## src/rtl/deser4.sv

```systemverilog
// deser4 - framed serial-to-parallel converter feeding a WIDTH-bit register.
//
// A frame opens with a `start` pulse while idle, then collects WIDTH bits of
// `sdin`, one per cycle in which `en` is high. Once the last bit arrives, the
// finished word is copied to `q` and `ready` pulses for one cycle. `q` only
// ever shows complete words; it holds its value between frames.
//
// Ports
//   clk    in         rising-edge clock for all logic
//   reset  in         synchronous, active-high; sets every register to zero
//   start  in         begin a frame (only honoured while idle)
//   en     in         bit-valid qualifier for sdin while shifting
//   sdin   in         serial data bit
//   clear  in         synchronous frame abort; leaves q untouched
//   q      out [W]    last completed word (registered)
//   ready  out        one-cycle strobe: q was updated this cycle
//   busy   out        high while a frame is being collected
//
// state | meaning
// ------+--------------------------------------------------------------
// IDLE  | no frame open; q holds the last word; waiting for start
// SHIFT | collecting bits into shreg; cnt = number of bits taken so far
module deser4 #(
    parameter int WIDTH     = 4,
    parameter bit MSB_FIRST = 1'b1
) (
    input  logic             clk,
    input  logic             reset,
    input  logic             start,
    input  logic             en,
    input  logic             sdin,
    input  logic             clear,
    output logic [WIDTH-1:0] q,
    output logic             ready,
    output logic             busy
);

    localparam int CW = $clog2(WIDTH + 1);
    localparam logic [CW-1:0] LAST_IDX = CW'(WIDTH - 1);

    localparam logic [0:0] IDLE  = 1'b0;
    localparam logic [0:0] SHIFT = 1'b1;

    logic [0:0]       state;
    logic [WIDTH-1:0] shreg;
    logic [WIDTH-1:0] shifted;
    logic [CW-1:0]    cnt;

    // shreg with the current sdin already folded in. On the last bit this
    // value goes straight to q, so the final bit never has to sit in shreg.
    always_comb begin
        shifted = shreg;
        if (MSB_FIRST)
            shifted = {shreg[WIDTH-2:0], sdin};
        else
            shifted = {sdin, shreg[WIDTH-1:1]};
    end

    always_ff @(posedge clk) begin
        if (reset) begin
            state <= IDLE;
            shreg <= '0;
            cnt   <= '0;
            q     <= '0;
            ready <= 1'b0;
            busy  <= 1'b0;
        end else begin
            // ready is a strobe; only the last-bit branch raises it.
            ready <= 1'b0;
            if (clear) begin
                // Abort outranks start, en and completion; q is preserved.
                state <= IDLE;
                shreg <= '0;
                cnt   <= '0;
                busy  <= 1'b0;
            end else begin
                case (state)
                    IDLE: begin
                        if (start) begin
                            // sdin on the start edge is not part of the frame.
                            state <= SHIFT;
                            shreg <= '0;
                            cnt   <= '0;
                            busy  <= 1'b1;
                        end
                    end
                    SHIFT: begin
                        // start is ignored here: no restart mid-frame.
                        if (en) begin
                            if (cnt == LAST_IDX) begin
                                q     <= shifted;
                                ready <= 1'b1;
                                busy  <= 1'b0;
                                cnt   <= '0;
                                state <= IDLE;
                            end else begin
                                shreg <= shifted;
                                cnt   <= cnt + 1'b1;
                            end
                        end
                    end
                    default: begin
                        state <= IDLE;
                        busy  <= 1'b0;
                        cnt   <= '0;
                    end
                endcase
            end
        end
    end

endmodule

```

## config.mk

```make
export PLATFORM = sky130hd
export DESIGN_NAME = deser4
export DESIGN_NICKNAME = d
export VERILOG_FILES = /design/src/rtl/deser4.sv
export SDC_FILE = /design/constraint.sdc
export NUM_CORES = 1
export LEC_CHECK = 0
export ABC_AREA = 1
export CAP_MARGIN = 10
export CORE_MARGIN = 2
export CORE_UTILIZATION = 25
export CTS_CLUSTER_DIAMETER = 200
export DETAILED_ROUTE_END_ITERATION = 6
export GPL_ROUTABILITY_DRIVEN = 1
export PLACE_DENSITY = 0.52
export SYNTH_ARGS = -nofsm -noshare
export SYNTH_HDL_FRONTEND = slang
export SYNTH_SLANG_ARGS = --single-unit
```

## constraint.sdc

```tcl
create_clock -name clk -period 1.3 [get_ports clk]
set_clock_uncertainty 0.05 [all_clocks]
set_input_delay 0.39 -clock clk [delete_from_list [all_inputs] [get_ports clk]]
set_output_delay 0.39 -clock clk [all_outputs]
set_load 0.1 [all_outputs]
```

==> results of run 1 <==
==> worst max-delay path by stage <==
stage / start / to / slack, ns / cells past startpoint
after floorplan: cnt[0]$_SDFFE_PP0P_ / q[0]$_SDFFE_PP0P_ / 0.19 / 6
after global placement: reset / ready$_SDFF_PP0_ / -0.21 / 4
after detailed placement: en / q[2]$_SDFFE_PP0P_ / -0.20 / 6
after CTS: q[0]$_SDFFE_PP0P_ / q[0] / 0.04 / 1
after global routing: cnt[0]$_SDFFE_PP0P_ / q[3]$_SDFFE_PP0P_ / 0.005 / 6
final: q[0]$_SDFFE_PP0P_ / q[0] / 0.05 / 1
==> layout make-up <==
class                      instances  area (um^2)
inverter                          10        37.54
clock buffer                       4        26.28
multi-input combinational         51        245.2
sequential                        13        272.8
fill                             194         1174
timing repair buffer              14        192.7
tap                               27        33.78
==> worst register-to-register path, cell delays in order, from the launching register on <==
cell     delay, ns
dfxtp_4       0.37
ha_4          0.15
nand3_1       0.12
nor2_4        0.22
nand2_1       0.07
nand2_1       0.06
nor2_1        0.03
==> cell usage in the layout (no fill, tap or decap), drive strengths merged <==
cell,Yosys,layout
a21oi,7,7
buf,0,9
clkbuf,0,4
clkdlybuf4s50,0,5
dfxtp,13,13
ha,1,1
inv,10,10
nand2,17,17
nand3,11,11
nor2,15,15
==> timing repair <==
item	in CTS	in global routing
buffers inserted	0	0
resized for setup	0	6
setup endpoints to repair	0	8
==> power by group through the flow <==
| stage | Combinational (mW) | Clock, mW | Sequential (mW) |
|---|---|---|---|
| after floorplan | 0.0247 | 0 | 0.424 |
| final | 0.0717 | 0.248 | 0.404 |
| after global routing | 0.0792 | 0.283 | 0.405 |
| after CTS | 0.0711 | 0.261 | 0.406 |
| after detailed placement | 0.0709 | 0 | 0.415 |
| after global placement | 0.0707 | 0 | 0.415 |
==> metrics by stage <==
| step | cells | utilization, % | hold slack (ns) | cell area, um^2 | setup TNS [ns] |
|---|---|---|---|---|---|
| finish | 119 | 40.78 | 0.4153 | 808.3 | 0 |
| global route | 119 | 40.78 | 0.4362 | 808.3 | 0 |
| floorplan | 74 | - | 0.3906 | 535.5 | 0 |
| CTS | 119 | 39.77 | 0.4163 | 788.3 | 0 |
| global placement | 115 | 38.45 | 0.4091 | 762.0 | -2.434 |
| detailed placement | 115 | 38.45 | 0.4038 | 762.0 | -2.255 |
==> routing by layer <==
layer / part of all wire (%) / global-route usage [%] / up-vias / wire length [um]
li1: - / - / 267 / -
met2: 46 / 15.11 / 16 / 486
met1: 48 / 11.23 / 202 / 503
met3: 5.8 / 3.030 / 0 / 61
met5: 0 / 0 / - / 0
met4: 0 / 4.167 / 0 / 0
==> state kept, by name, indices dropped and copies added, names as in the netlist <==
signal  count
busy        1
cnt         3
q           4
ready       1
shreg       3
state       1
==> kinds of logic (layout without fill, tap and decap cells) <==
group,after synthesis,after routing
DFF,13,13
and+or+nand+nor,43,43
adders and majority gates,1,1
AOI/OAI and AO/OA,7,7
buffers and inverters,10,28
==> synth_stat cells <==
| cell | count | share of area, % |
|---|---|---|
| nand2_1 | 17 | 12 |
| nor2_1 | 14 | 10 |
| dfxtp_1 | 13 | 49 |
| nand3_1 | 11 | 10 |
| inv_1 | 9 | 6.4 |
| a21oi_1 | 7 | 6.6 |
| ha_1 | 1 | 2.4 |
| inv_2 | 1 | 0.71 |
| nor2_4 | 1 | 2.1 |
==> impl_metrics.yaml, run 1 <==
outcome:
  outcome: "complete, no violations"
synthesis:
  synth.avg_cell_area_um2: 7.135
  synth_xor_area_share_pct: 0
  synth_cell_types: 9
  synth_seq_cells: 13
  seq_area_frac_synth_pct: 49.29
  synth_compound_area_share_pct: 6.635
  synth_top_family_by_area: "simple AND/OR/NAND/NOR gates"
  syn_area_um2: 528.0
  ys.warnings.count: 0
  synth_fa_ha_area_share_pct: 2.370
  yosys.area_share.simple_pct: 34.60
  synthCells: 74
  syn_nets: 81
  synthMuxAreaShare_pct: 0
sta:
  fin_crit_sh_pct: 96.11
  finalSetupViolations: 0
  tightest_slew_ns: 0.2089
  hold_viol_final: 0
  finalCriticalPeriod_ns: 1.249
  setup_ws_ns: 0.05061
  rsz0062_at_grt: "false"
  fmax_mhz: 800.4
  slew_violations: 0
  relSlewSlack_pct: 86.04
setup_path:
  cp-start-kind: "flip-flop"
  reg2reg_setup_slack_ns: 0.12
  path_delay_family: "flip-flops"
  arrival_ns: 0.81
  r2r_end: "q[3]$_SDFFE_PP0P_"
  slowest_delay_ns: 0.36
  path_max_fanout: 2
  reg2reg_from: "cnt[0]$_SDFFE_PP0P_"
  crit_chain: "buf_12"
  cp_num_buf_inv: 1
  ff2ff_path_depth: 6
  crit_path_top_delay_cell: "dfxtp_2"
  crit_required_ns: 0.86
  endpoint_kind: "output pin"
  path_class: "flip-flop to output pin"
die:
  die_y_um: 49.96
  dieArea_mm2: 0.002496
  rows: 16
  initial_utilization_pct: 26.64
  core_area_mm2: 0.001982
  ioPinCount: 12
  die_w_um: 49.96
clock_network:
  cts_root_buf: "clkbuf_4"
  cts_hold_buffers: 0
  clkTransAtPathRegs_ns: 0.08
  cts_tree: "yes"
  h-tree-depth: 1
  insertion_delay_ns: 0.27
  clockBufferDepth: 2
  cts.sinks: 13
  cts_made_buffers: 3
global_routing:
  antenna_found_initial: 0
  grt_pass1_vias: 438
  grt_pass1_wl_um: 1766
  grt_usage_pct: 9.361
  overflow: 0
  grt_max_degree: 9
power:
  seqPwrFrac_pct: 55.8
  combPwrFrac_pct: 9.9
  internal-power_uw: 551.4
  cellLeakagePower_nw: 0.3087
  ir_worst_vdd_mv: 0.4416
  p_clk_share_pct: 34.3
  p_switching_uw: 172.7
  p_total_uw: 724.1
  power_density_mw_per_mm2: 895.9
  switching_share_pct: 23.85
cells_and_area:
  syn2layout_area_growth_pct: 53.08
  antenna_cells: 0
  final_nets: 100
  drive_gt1_share_pct: 26.09
drt:
  wirelength_um: 1051
  drc_errors: 0
  vias: 485
  drtIter0Drc: 7
  dr.pass1.iters: 4
  drt-vias-per-instance: 4.076
  wire_per_inst_um: 8.832
  ant_nets: 0
hold_path:
  holdCritStartpoint: "cnt[2]$_SDFFE_PP0P_"
  hold_path_end: "cnt[2]$_SDFFE_PP0P_"
  min_path_type: "flip-flop to flip-flop"
  holdPathStages: 2
placement:
  place_ws_ns: -0.1964
  gpl.final_weighted_congestion: 0.7589
  io_buffer_count: 11
  dpl.hpwl_um: 784.4
run:
  cap_viol_max_count: 0
(Power assumes the default switching activity.)
==> run 2: changes to the inputs <==
- CORE_ASPECT_RATIO: default -> 0.7
==> run 2 against run 1 <==
The run now ends with design-rule violations left. Maximum frequency rose by 0.15%. Combinational power rose by 1%. Critical path type unchanged. Total power is 0.37% lower. Sequential cell count unchanged. Via count up 1.0%. Utilization rose by 0.29 points. Critical path depth stayed put. Worst setup slack better by 0.0018 ns. Die area is 0.24% higher.
==> impl_metrics.yaml, run 2 (synthesis gave the netlist of run 1 again) <==
outcome:
  violations: "design-rule violations"
  outcome: "finished, violations left"
setup_path:
  crit_chain: "buf_12"
  cp-start-kind: "flip-flop"
  ff2ff_path_depth: 6
  crit_path_top_delay_cell: "dfxtp_2"
  endpoint_kind: "output pin"
  path_class: "flip-flop to output pin"
  slowest_delay_ns: 0.36
  crit_required_ns: 0.86
  cp_num_buf_inv: 1
  reg2reg_setup_slack_ns: 0.09
  r2r_end: "q[3]$_SDFFE_PP0P_"
  path_max_fanout: 2
  reg2reg_from: "cnt[0]$_SDFFE_PP0P_"
  path_delay_family: "flip-flops"
  arrival_ns: 0.81
die:
  die_y_um: 42.45
  rows: 13
  initial_utilization_pct: 27.51
  core_area_mm2: 0.001919
  dieArea_mm2: 0.002502
  die_w_um: 58.93
  ioPinCount: 12
sta:
  rsz0062_at_grt: "false"
  fin_crit_sh_pct: 95.97
  fmax_mhz: 801.6
  finalCriticalPeriod_ns: 1.248
  relSlewSlack_pct: 85.12
  setup_ws_ns: 0.05245
  tightest_slew_ns: 0.2226
  hold_viol_final: 0
  finalSetupViolations: 0
  slew_violations: 0
clock_network:
  cts_root_buf: "clkbuf_4"
  clkTransAtPathRegs_ns: 0.08
  cts.sinks: 13
  cts_hold_buffers: 0
  cts_tree: "yes"
  cts_made_buffers: 3
  h-tree-depth: 1
  clockBufferDepth: 2
  insertion_delay_ns: 0.27
cells_and_area:
  final_area_um2: 788.3
  antenna_cells: 0
  drive_gt1_share_pct: 25.00
  layout_common_cells: "17 x nand2_1, 13 x nor2_1, 11 x nand3_1"
  largest_register_ff_count: 4
  reg.largest.list: "q (4), cnt (3), shreg (3)"
  final_common_cell: "nand2_1"
  final_nets: 100
  nFillCells: 203
  syn2layout_area_growth_pct: 49.29
  largest-register: "q"
hold_path:
  min_path_type: "flip-flop to flip-flop"
  holdPathStages: 2
  hold_path_end: "cnt[2]$_SDFFE_PP0P_"
  holdCritStartpoint: "cnt[2]$_SDFFE_PP0P_"
placement:
  io_buffer_count: 11
  dpl.hpwl_um: 792.8
  gpl.final_weighted_congestion: 0.7454
  post_dp_cell_area_um2: 755.7
  place_ws_ns: -0.2055
global_routing:
  antenna_found_initial: 0
  grt_pass1_wl_um: 1876
  grt_usage_pct: 10.03
  grt_pass1_vias: 441
  grt_max_degree: 9
  overflow: 0
drt:
  drc_errors: 1
  ant_nets: 0
  vias: 490
  drtIter0Drc: 16
  wirelength_um: 1068
  dr.pass1.iters: 6
  wire_per_inst_um: 9.368
  drt-vias-per-instance: 4.298
power:
  ir_worst_vdd_mv: 0.2969
  cellLeakagePower_nw: 0.3077
  power_density_mw_per_mm2: 915.2
run:
  cap_viol_max_count: 0
[run 2: cell counts in the layout (fill, tap and decap cells not counted)]
Identical to the previous run, type by type.
[run 2: how the worst max path moves through the flow]
stage | endpoint | slack (ns) | startpoint | depth (start not counted)
floorplan | q[0]$_SDFFE_PP0P_ | 0.19 | cnt[0]$_SDFFE_PP0P_ | 6
global placement | cnt[1]$_SDFFE_PP0P_ | -0.23 | reset | 4
detailed placement | q[3]$_SDFFE_PP0P_ | -0.21 | en | 6
CTS | busy | 0.03 | busy$_SDFFE_PP0P_ | 1
global route | shreg[2]$_SDFFE_PP0P_ | 0.01 | en | 6
finish | busy | 0.05 | busy$_SDFFE_PP0P_ | 1
[run 2: report_power, final]
part           internal (mW)  switching [mW]
sequential             0.402         0.00394
combinational         0.0325          0.0399
clock                  0.119           0.125
[run 2: per-layer routing]
| layer | wire length (um) | vias up | track usage, % |
|---|---|---|---|
| li1 | - | 267 | - |
| met1 | 543 | 209 | 13.54 |
| met2 | 442 | 12 | 13.56 |
| met3 | 72 | 2 | 5.556 |
| met4 | 10 | 0 | 2.727 |
| met5 | 0 | - | 0 |
[run 2: final cells by class]
class / instances / area [um^2] / share of cell area [%]
flip-flops and latches: 13 / 269.0 / 34.13
well taps: 22 / 27.53 / 3.492
clock buffers: 4 / 26.28 / 3.333
multi-input cells: 51 / 235.2 / 29.84
inverters: 10 / 37.54 / 4.762
repair buffers: 14 / 192.7 / 24.44
[run 2: per-stage QoR]
| step | TNS (ns) | util [%] | power, mW | hold WS [ns] | std cells |
|---|---|---|---|---|---|
| after floorplan | 0 | - | 0.4492 | 0.3906 | 74 |
| after global placement | -2.575 | 39.37 | 0.4859 | 0.4089 | 110 |
| after detailed placement | -2.336 | 39.37 | 0.4859 | 0.4029 | 110 |
| after CTS | 0 | 40.74 | 0.7391 | 0.4175 | 114 |
| after global routing | 0 | 41.07 | 0.7685 | 0.4409 | 114 |
| final | 0 | 41.07 | 0.7214 | 0.4170 | 114 |
[run 2: repair_timing]
action,CTS,global route
resized for setup,0,3
buffers inserted,0,0
hold endpoints to repair,0,0
endpoints found under the setup margin,0,8
==> run 3: changes to the inputs <==
- CORE_MARGIN: 2 -> 3
==> run 3 against run 2 <==
The flow now finishes without violations. Highest routed layer is now met3. Final area increased by 0.32%. Total power down 0.16%. Largest cell class unchanged. Combinational power is 2% lower. Sequential share of layout area down 0.11 points. First-iteration DRC count shrank 31%. Sequential power about the same. Critical path type unchanged. Die area increased by 8.3%. Global-route usage fell by 1.1 points.
==> impl_metrics.yaml, run 3 (synthesis gave the netlist of run 1 again) <==
cells_and_area:
  antenna_cells: 0
  final_common_cell: "nand2_1"
  fin_util_pct: 41.20
  multiInputGateArea_um2: 237.7
  largest_register_ff_count: 4
  fin_cells: 114
  final_area_um2: 790.8
  syn2layout_area_growth_pct: 49.76
  largest-register: "q"
  final_nets: 100
  drive_gt1_share_pct: 25.00
  seq_area_um2: 269.0
  nFillCells: 199
  reg.largest.list: "q (4), cnt (3), shreg (3)"
  layout_common_cells: "17 x nand2_1, 14 x nor2_1, 10 x nand3_1"
drt:
  drt-vias-per-instance: 4.237
  dr.pass1.iters: 4
  topRoutingLayerUsed: "met3"
  wire_per_inst_um: 9.237
  drtIter0Drc: 11
  wl_met1_um: 544
  vias: 483
  drc_errors: 0
  dr_wl_met3_um: 64
  ant_nets: 0
  wirelength_um: 1053
  met2_length_um: 444
die:
  initial_utilization_pct: 27.51
  ioPinCount: 12
  dieArea_mm2: 0.002708
  rows: 13
  die_w_um: 60.93
  die_y_um: 44.45
  core_area_mm2: 0.001919
placement:
  dpl.hpwl_um: 841.4
  gpl.final_weighted_congestion: 0.8184
  place_inst: 110
  post_dp_cell_area_um2: 755.7
  io_buffer_count: 11
power:
  cellLeakagePower_nw: 0.3078
  power_density_mw_per_mm2: 910.9
  ir_worst_vdd_mv: 0.5051
setup_path:
  cp-start-kind: "flip-flop"
  crit_path_top_delay_cell: "dfxtp_2"
  endpoint_kind: "output pin"
  arrival_ns: 0.81
  reg2reg_from: "cnt[1]$_SDFFE_PP0P_"
  path_class: "flip-flop to output pin"
  slowest_delay_ns: 0.36
  crit_chain: "buf_12"
  cp_num_buf_inv: 1
  crit_start: "busy$_SDFFE_PP0P_"
  crit_required_ns: 0.86
  path_delay_family: "flip-flops"
  path_max_fanout: 2
clock_network:
  cts_made_buffers: 3
  insertion_delay_ns: 0.27
  cts_hold_buffers: 0
  clockBufferDepth: 2
  h-tree-depth: 1
  cts.sinks: 13
  clkTransAtPathRegs_ns: 0.08
  cts_root_buf: "clkbuf_4"
  cts_tree: "yes"
sta:
  finalSetupViolations: 0
  tightest_slew_ns: 0.2069
  relSlewSlack_pct: 86.17
  fmax_mhz: 800.0
  finalCriticalPeriod_ns: 1.250
  hold_viol_final: 0
  slew_violations: 0
  fin_crit_sh_pct: 96.15
outcome:
  outcome: "complete, no violations"
global_routing:
  grt_usage_pct: 8.944
  antenna_found_initial: 0
  grt_max_degree: 9
  overflow: 0
  grt_pass1_wl_um: 1725
  grt_pass1_vias: 394
hold_path:
  min_path_type: "flip-flop to flip-flop"
  holdCritStartpoint: "cnt[2]$_SDFFE_PP0P_"
run:
  cap_viol_max_count: 0
-- run 3: changes by cell type in the layout (fill, tap and decap cells not counted) --
cell | previous run | this run
nor2_2 | 1 | 0
nand3_2 | 0 | 1
nand3_1 | 11 | 10
nor2_1 | 13 | 14
-- run 3: through the flow --
step                      hold slack [ns]  setup slack, ns  total power, mW  setup TNS (ns)
after floorplan                    0.3906           0.1911           0.4492               0
after global placement             0.4165          -0.2282           0.4862          -2.167
after detailed placement           0.4058          -0.2106           0.4855          -2.289
after CTS                          0.4211          0.03730           0.7341               0
after global routing               0.4339        -0.003999           0.7577       -0.004734
final                              0.4196          0.05004           0.7203               0
-- run 3: layout make-up --
type | instances | area share, %
well taps | 22 | 3.481
repair buffers | 14 | 24.37
inverters | 10 | 4.747
flip-flops and latches | 13 | 34.02
clock buffers | 4 | 3.323
multi-input cells | 51 | 30.06
-- run 3: worst paths after layout --
path                                       endpoint  slack (ns)  cells after the start
worst min-delay path            cnt[2]$_SDFFE_PP0P_        0.42                      2
worst max register to register    q[0]$_SDFFE_PP0P_        0.12                      6
worst max-delay path                           busy        0.05                      1
worst min register to register  cnt[2]$_SDFFE_PP0P_        0.42                      2
-- run 3: report_power, final --
| group | leakage [nW] | internal, mW | switching (mW) |
|---|---|---|---|
| clock | 0.0150 | 0.119 | 0.125 |
| sequential | 0.109 | 0.402 | 0.00384 |
| combinational | 0.184 | 0.0322 | 0.0385 |
-- run 3: routing by layer --
metal	up-vias	track usage, %
met5	-	0
met4	0	2.597
met3	0	6.122
met2	6	11.30
met1	209	12.02
li1	268	-
-- run 3: repair_timing --
item                                    4_1_cts  5_1_grt
endpoints found under the setup margin        0        7
resized for setup                             0        3
endpoints found under the hold margin         0        0
setup buffers                                 0        0
-- run 3: tightest hold or removal path: stages, from the launching register on --
cell and delay, ns:
dfxtp_1 0.32, nand3_1 0.08, a21oi_1 0.04
